## src/rtl/lamp_pkg.sv

```systemverilog
// Shared definitions for the lamp controller: board geometry, default widths,
// shifter state encoding and a width helper.
package lamp_pkg;

  localparam int unsigned c_boardchannels = 32;
  localparam int unsigned c_def_bpc       = 12;
  localparam int unsigned c_def_ledboards = 30;
  localparam int unsigned c_def_clkdiv    = 4;

  typedef enum logic [2:0] {
    s_idle  = 3'd0,
    s_addr  = 3'd1,
    s_load  = 3'd2,
    s_shift = 3'd3,
    s_latch = 3'd4,
    s_done  = 3'd5
  } state_e;

  // Counter width for a range of n values; never below one bit so that
  // degenerate ranges (n == 1) still give a legal vector.
  function automatic int unsigned clog2_min1(input int unsigned n);
    return (n > 1) ? $clog2(n) : 1;
  endfunction

endpackage

```

## src/rtl/clk_tick.sv

```systemverilog
// Divider for the serial shift clock: counts c_clkdiv enabled cycles and
// flags the last one. Cleared by the shifter when a new word is loaded.
module clk_tick
  import lamp_pkg::*;
#(
  parameter int unsigned c_clkdiv = c_def_clkdiv
) (
  input  logic i_clk,
  input  logic i_rst_n,
  input  logic i_clr,
  input  logic i_en,
  output logic o_tc
);

  localparam int unsigned          c_w    = clog2_min1(c_clkdiv);
  localparam logic [c_w-1:0]       c_last = c_w'(c_clkdiv - 1);

  logic [c_w-1:0] div_q;
  logic [c_w-1:0] div_d;

  // Terminal count only when counting; with c_clkdiv == 1 every enabled cycle is terminal.
  assign o_tc = i_en && (div_q == c_last);

  // Next count: clear wins, otherwise wrap at the terminal count.
  always_comb begin
    div_d = div_q;
    if (i_clr) begin
      div_d = '0;
    end else if (i_en) begin
      div_d = (div_q == c_last) ? '0 : div_q + 1'b1;
    end
  end

  // Divider count register.
  always_ff @(posedge i_clk or negedge i_rst_n) begin
    if (!i_rst_n) begin
      div_q <= '0;
    end else begin
      div_q <= div_d;
    end
  end

endmodule

```

## src/rtl/led_shifter.sv

```systemverilog
// Serialiser from the current frame buffer to the LED-board daisy chain.
// Channels are read from the top address down to 0, each word sent MSB first
// with a divided shift clock, then the chain is latched and o_drq pulses once.
module led_shifter
  import lamp_pkg::*;
#(
  parameter int unsigned c_ledboards = c_def_ledboards,
  parameter int unsigned c_channels  = c_ledboards * c_boardchannels,
  parameter int unsigned c_addr_w    = $clog2(c_channels),
  parameter int unsigned c_bpc       = c_def_bpc,
  parameter int unsigned c_clkdiv    = c_def_clkdiv
) (
  input  logic                i_clk,
  input  logic                i_rst_n,
  input  logic                i_start,
  output logic [c_addr_w-1:0] o_raddr,
  input  logic [c_bpc-1:0]    i_data,
  output logic                o_sclk,
  output logic                o_sdata,
  output logic                o_latch,
  output logic                o_drq,
  output logic                o_busy
);

  localparam int unsigned         c_bit_w     = clog2_min1(c_bpc);
  localparam logic [c_bit_w-1:0]  c_bit_last  = c_bit_w'(c_bpc - 1);
  localparam logic [c_addr_w-1:0] c_addr_last = c_addr_w'(c_channels - 1);

  state_e              state_q, state_d;
  logic [c_addr_w-1:0] addr_q, addr_d;
  logic [c_bit_w-1:0]  bit_q, bit_d;
  logic                phase_q, phase_d;
  logic [c_bpc-1:0]    shift_q, shift_d;

  logic sclk_q, sclk_d;
  logic sdata_q, sdata_d;
  logic latch_q, latch_d;
  logic drq_q, drq_d;
  logic busy_q, busy_d;

  logic tick_en;
  logic tick_clr;
  logic tick;

  // The same divider times both shift half-periods and the latch pulse.
  assign tick_en  = (state_q == s_shift) || (state_q == s_latch);
  assign tick_clr = (state_q == s_load);

  clk_tick #(
    .c_clkdiv (c_clkdiv)
  ) u_tick (
    .i_clk   (i_clk),
    .i_rst_n (i_rst_n),
    .i_clr   (tick_clr),
    .i_en    (tick_en),
    .o_tc    (tick)
  );

  // State and datapath registers.
  always_ff @(posedge i_clk or negedge i_rst_n) begin
    if (!i_rst_n) begin
      state_q <= s_idle;
      addr_q  <= '0;
      bit_q   <= '0;
      phase_q <= 1'b0;
      shift_q <= '0;
    end else begin
      state_q <= state_d;
      addr_q  <= addr_d;
      bit_q   <= bit_d;
      phase_q <= phase_d;
      shift_q <= shift_d;
    end
  end

  // Next-state and datapath sequencing through one frame.
  always_comb begin
    state_d = state_q;
    addr_d  = addr_q;
    bit_d   = bit_q;
    phase_d = phase_q;
    shift_d = shift_q;
    unique case (state_q)
      s_idle: begin
        if (i_start) begin
          addr_d  = c_addr_last;
          state_d = s_addr;
        end
      end
      s_addr: begin
        state_d = s_load;
      end
      s_load: begin
        shift_d = i_data;
        bit_d   = '0;
        phase_d = 1'b0;
        state_d = s_shift;
      end
      s_shift: begin
        if (tick) begin
          if (!phase_q) begin
            phase_d = 1'b1;
          end else begin
            phase_d = 1'b0;
            shift_d = shift_q << 1;
            if (bit_q == c_bit_last) begin
              bit_d = '0;
              if (addr_q == '0) begin
                state_d = s_latch;
              end else begin
                addr_d  = addr_q - 1'b1;
                state_d = s_addr;
              end
            end else begin
              bit_d = bit_q + 1'b1;
            end
          end
        end
      end
      s_latch: begin
        if (tick) begin
          state_d = s_done;
        end
      end
      s_done: begin
        state_d = s_idle;
      end
      default: begin
        state_d = s_idle;
      end
    endcase
  end

  // Output decode from the next state so the pins are flop outputs aligned with state_q.
  always_comb begin
    sclk_d  = (state_d == s_shift) && phase_d;
    sdata_d = (state_d == s_shift) ? shift_d[c_bpc-1] : sdata_q;
    latch_d = (state_d == s_latch);
    drq_d   = (state_d == s_done);
    busy_d  = (state_d != s_idle);
  end

  // Registered pin drivers.
  always_ff @(posedge i_clk or negedge i_rst_n) begin
    if (!i_rst_n) begin
      sclk_q  <= 1'b0;
      sdata_q <= 1'b0;
      latch_q <= 1'b0;
      drq_q   <= 1'b0;
      busy_q  <= 1'b0;
    end else begin
      sclk_q  <= sclk_d;
      sdata_q <= sdata_d;
      latch_q <= latch_d;
      drq_q   <= drq_d;
      busy_q  <= busy_d;
    end
  end

  assign o_raddr = addr_q;
  assign o_sclk  = sclk_q;
  assign o_sdata = sdata_q;
  assign o_latch = latch_q;
  assign o_drq   = drq_q;
  assign o_busy  = busy_q;

endmodule

```

## config.mk

```make
export PLATFORM = sky130hd
export DESIGN_NAME = led_shifter
export DESIGN_NICKNAME = d
export VERILOG_FILES = /design/src/rtl/lamp_pkg.sv /design/src/rtl/clk_tick.sv /design/src/rtl/led_shifter.sv
export SDC_FILE = /design/constraint.sdc
export NUM_CORES = 1
export LEC_CHECK = 0
export CAP_MARGIN = 0
export CORE_MARGIN = 10
export CORE_UTILIZATION = 44
export CTS_CLUSTER_DIAMETER = 100
export DETAILED_ROUTE_END_ITERATION = 6
export HOLD_SLACK_MARGIN = 0.05
export PLACE_DENSITY = 0.67
export REMOVE_ABC_BUFFERS = 1
export SYNTH_ARGS = -nofsm -noshare
export SYNTH_HDL_FRONTEND = slang
export SYNTH_SLANG_ARGS = --single-unit
```

## constraint.sdc

```tcl
create_clock -name i_clk -period 4.1 [get_ports i_clk]
set_clock_uncertainty 0.2 [all_clocks]
set_input_delay 0.615 -clock i_clk [delete_from_list [all_inputs] [get_ports i_clk]]
set_output_delay 0.615 -clock i_clk [all_outputs]
set_load 0.01 [all_outputs]
```

==> reports/metrics.yaml <==
status: "finished, final reports clean"
cp_slowest_cell: "dfrtp_1"
synth_top_area_cell: "dfrtp_1"
internal-power_uw: 603
via_per_inst: 6.04
drc: 0
coreArea_sq_um: 4380
wl_per_cell_um: 17.3
critPathBufInv: 0
chipHeight_um: 87.3
die-area_sq_um: 7630
netSwitchingFraction: 0.213
start_util: 0.455
grt_pass1_wl_mm: 7.90
hold_violations: 0
critPathRequiredTime_ns: 4.06
die_x_um: 87.3
clkPwrFrac: 0.431
yosysTopAreaCellShare: 0.464
final_max_slew_viol_count: 0
cts_resized: 0
drt_pass1_iterations: 6
end_kind: "flip-flop"
globalplace.congestion: 0.801
synthArstFlopShare: 1.00
ys_seq_area_frac: 0.464
critical_path_class: "flip-flop to flip-flop"
synth_ff_type: "dfrtp_1"
power.density_nw_per_um2: 315
antenna_found_initial: 0
final_cells: 273
drive_above_1_share: 0.109
syn_area_per_cell_sq_um: 10.3
mostFrequentLayoutCells: "37 x dfrtp_1, 29 x clkdlybuf4s50_1, 18 x nor2_1"
cap_violations: 0
final_common_cell: "dfrtp_1"
core.rowCount: 24
vias: 1649
p_leak_uw: 0.00107
hold_path.class: "flip-flop to flip-flop"
post-dp-hpwl_mm: 3.39
ir_worst_vdd_mv: 0.188
path_max_fanout: 13
rsz0062_at_grt: "false"
relSlewSlack: 0.551
dp.cells: 265
ant_nets: 0
cts-hold-fix-buffers: 0
setup_tns_ns: 0
holdWs_ns: 0.292
period_share: 0.587
cp_top_family: "simple AND/OR/NAND/NOR gates"
clock_latency_ns: 0.29
cts_root_buffer: "clkbuf_8"
combPwrFrac: 0.071
slowest_delay_ns: 0.40
start_kind: "flip-flop"
track_usage: 0.128
cts_buffer_depth: 2
fillers: 394
ys_warn_count: 0
port_buffers: 29
yosysUniqueCellTypes: 55
synth_cells: 193
regArea_sq_um: 926
area_growth_pct: 21.8
ys_top_cells_by_area: "dfrtp_1 46%, a222oi_1 5.0%, mux2i_1 4.0%"
synth_edf_count: 0
tightest_slew_ns: 0.670
clock-sinks: 37
cts.clk_slew.worst_paths_ns: 0.08
pin_count: 30
cp_cell_sequence: "ha_1 > and3b_1 > and3_1 > a31oi_1 > or3b_1"
ys_ff_latch: 37
period_minus_slack_ns: 2.41
netlist_area_sq_um: 1990
cts_tree: "built"
grt.overflow.total: 0
nets: 238
post-route-util: 0.554
multiInputGateArea_sq_um: 957
wl_mm: 4.73
antenna_cells: 0
cp.arrival_ns: 2.37
totalPowerFinal_uw: 766
grt_start_max_net_pins: 38
cts_made_buffers: 5
grt_pass1_vias: 1656
p_seq_frac: 0.498
first_iter_violations: 183
fmax_ghz: 0.415
p_switching_uw: 163
finalSetupViolCount: 0
cts_setup_buffers: 0
cts-htree-levels: 2
-- routing by layer --
layer / part of all wire / GRT usage / up-vias
met1: 0.43 / 0.153 / 813
met5: 0 / 0 / -
met3: 0.066 / 0.0393 / 12
li1: - / - / 778
met4: 0.028 / 0.0623 / 0
met2: 0.47 / 0.204 / 46
-- sequential cells by signal, indices dropped and copies added (netlist names) --
signal,cells
bit_q,4
o_busy,1
o_drq,1
o_latch,1
o_raddr,10
o_sclk,1
o_sdata,1
phase_q,1
shift_q,12
state_q,3
u_tick.div_q,2
-- worst paths after layout --
| check | from | endpoint | slack, ns | cells past startpoint |
|---|---|---|---|---|
| setup / recovery | u_tick.div_q[0] | o_busy | 1.69 | 5 |
| hold / removal | shift_q[5] | shift_q[6] | 0.29 | 2 |
| setup reg to reg | u_tick.div_q[0] | o_busy | 1.69 | 5 |
| hold reg to reg | shift_q[5] | shift_q[6] | 0.29 | 2 |
| max in group asynchronous | i_rst_n | bit_q[0] | 2.81 | 2 |
| min in group asynchronous | i_rst_n | o_raddr[1] | 0.54 | 2 |
-- final cells by class --
class	count	area share
Tap cell	52	0.0268
Clock buffer	7	0.0355
Clock inverter	1	0.0124
Multi-Input combinational cell	129	0.394
Timing Repair Buffer	31	0.126
Sequential cell	37	0.381
Inverter	16	0.0247
-- kinds of logic after synthesis --
kind of cell             after synthesis  share of synthesized area
buffers and inverters                 27                     0.0558
adder cells (fa/ha/maj)                3                     0.0188
AO/OA/AOI/OAI                         47                      0.193
flip-flops                            37                      0.464
AND/OR/NAND/NOR                       69                      0.218
XOR/XNOR                               1                    0.00439
multiplexers                           9                     0.0458
-- worst reg2reg max path: stages, from the launching register on --
cell and delay (ns):
dfrtp_1 0.40, ha_1 0.38, and3b_1 0.28, and3_1 0.32
a31oi_1 0.31, or3b_1 0.39
-- cell usage after synthesis (2+ instances only) --
library cell  instances
o21ai_0               5
nor3_1                4
nor3b_1               3
and2_1                5
a222oi_1             10
o31ai_1               4
buf_2                 7
a21oi_1               4
and4b_1               3
nor2b_1               3
nand3b_1              2
a31oi_1               2
nor4_1                3
dfrtp_1              37
or2_2                 3
a22o_1                3
nand3_1               3
mux2i_1               8
clkbuf_1              3
inv_1                16
a211oi_1              4
nor2_1               18
nand2_1               4
nand2b_1              2
or3b_2                2
a21o_1                3
and3b_1               2
ha_1                  3
-- per-stage QoR --
step,instance area [sq um],setup slack [ns]
6_report,2430,1.69
3_3_place_gp,2310,1.51
5_1_grt,2430,1.54
3_5_place_dp,2310,1.48
4_1_cts,2430,1.70
2_1_floorplan,1940,1.68
-- power by group through the flow --
stage | Combinational (uW) | Sequential [uW] | Clock (uW)
floorplan | 17.0 | 389 | 0
global placement | 53.0 | 389 | 0
detailed placement | 55.0 | 389 | 0
CTS | 55.4 | 382 | 337
global route | 59.1 | 383 | 354
finish | 54.3 | 382 | 330
Note: power is estimated with default switching activity, not from simulation.
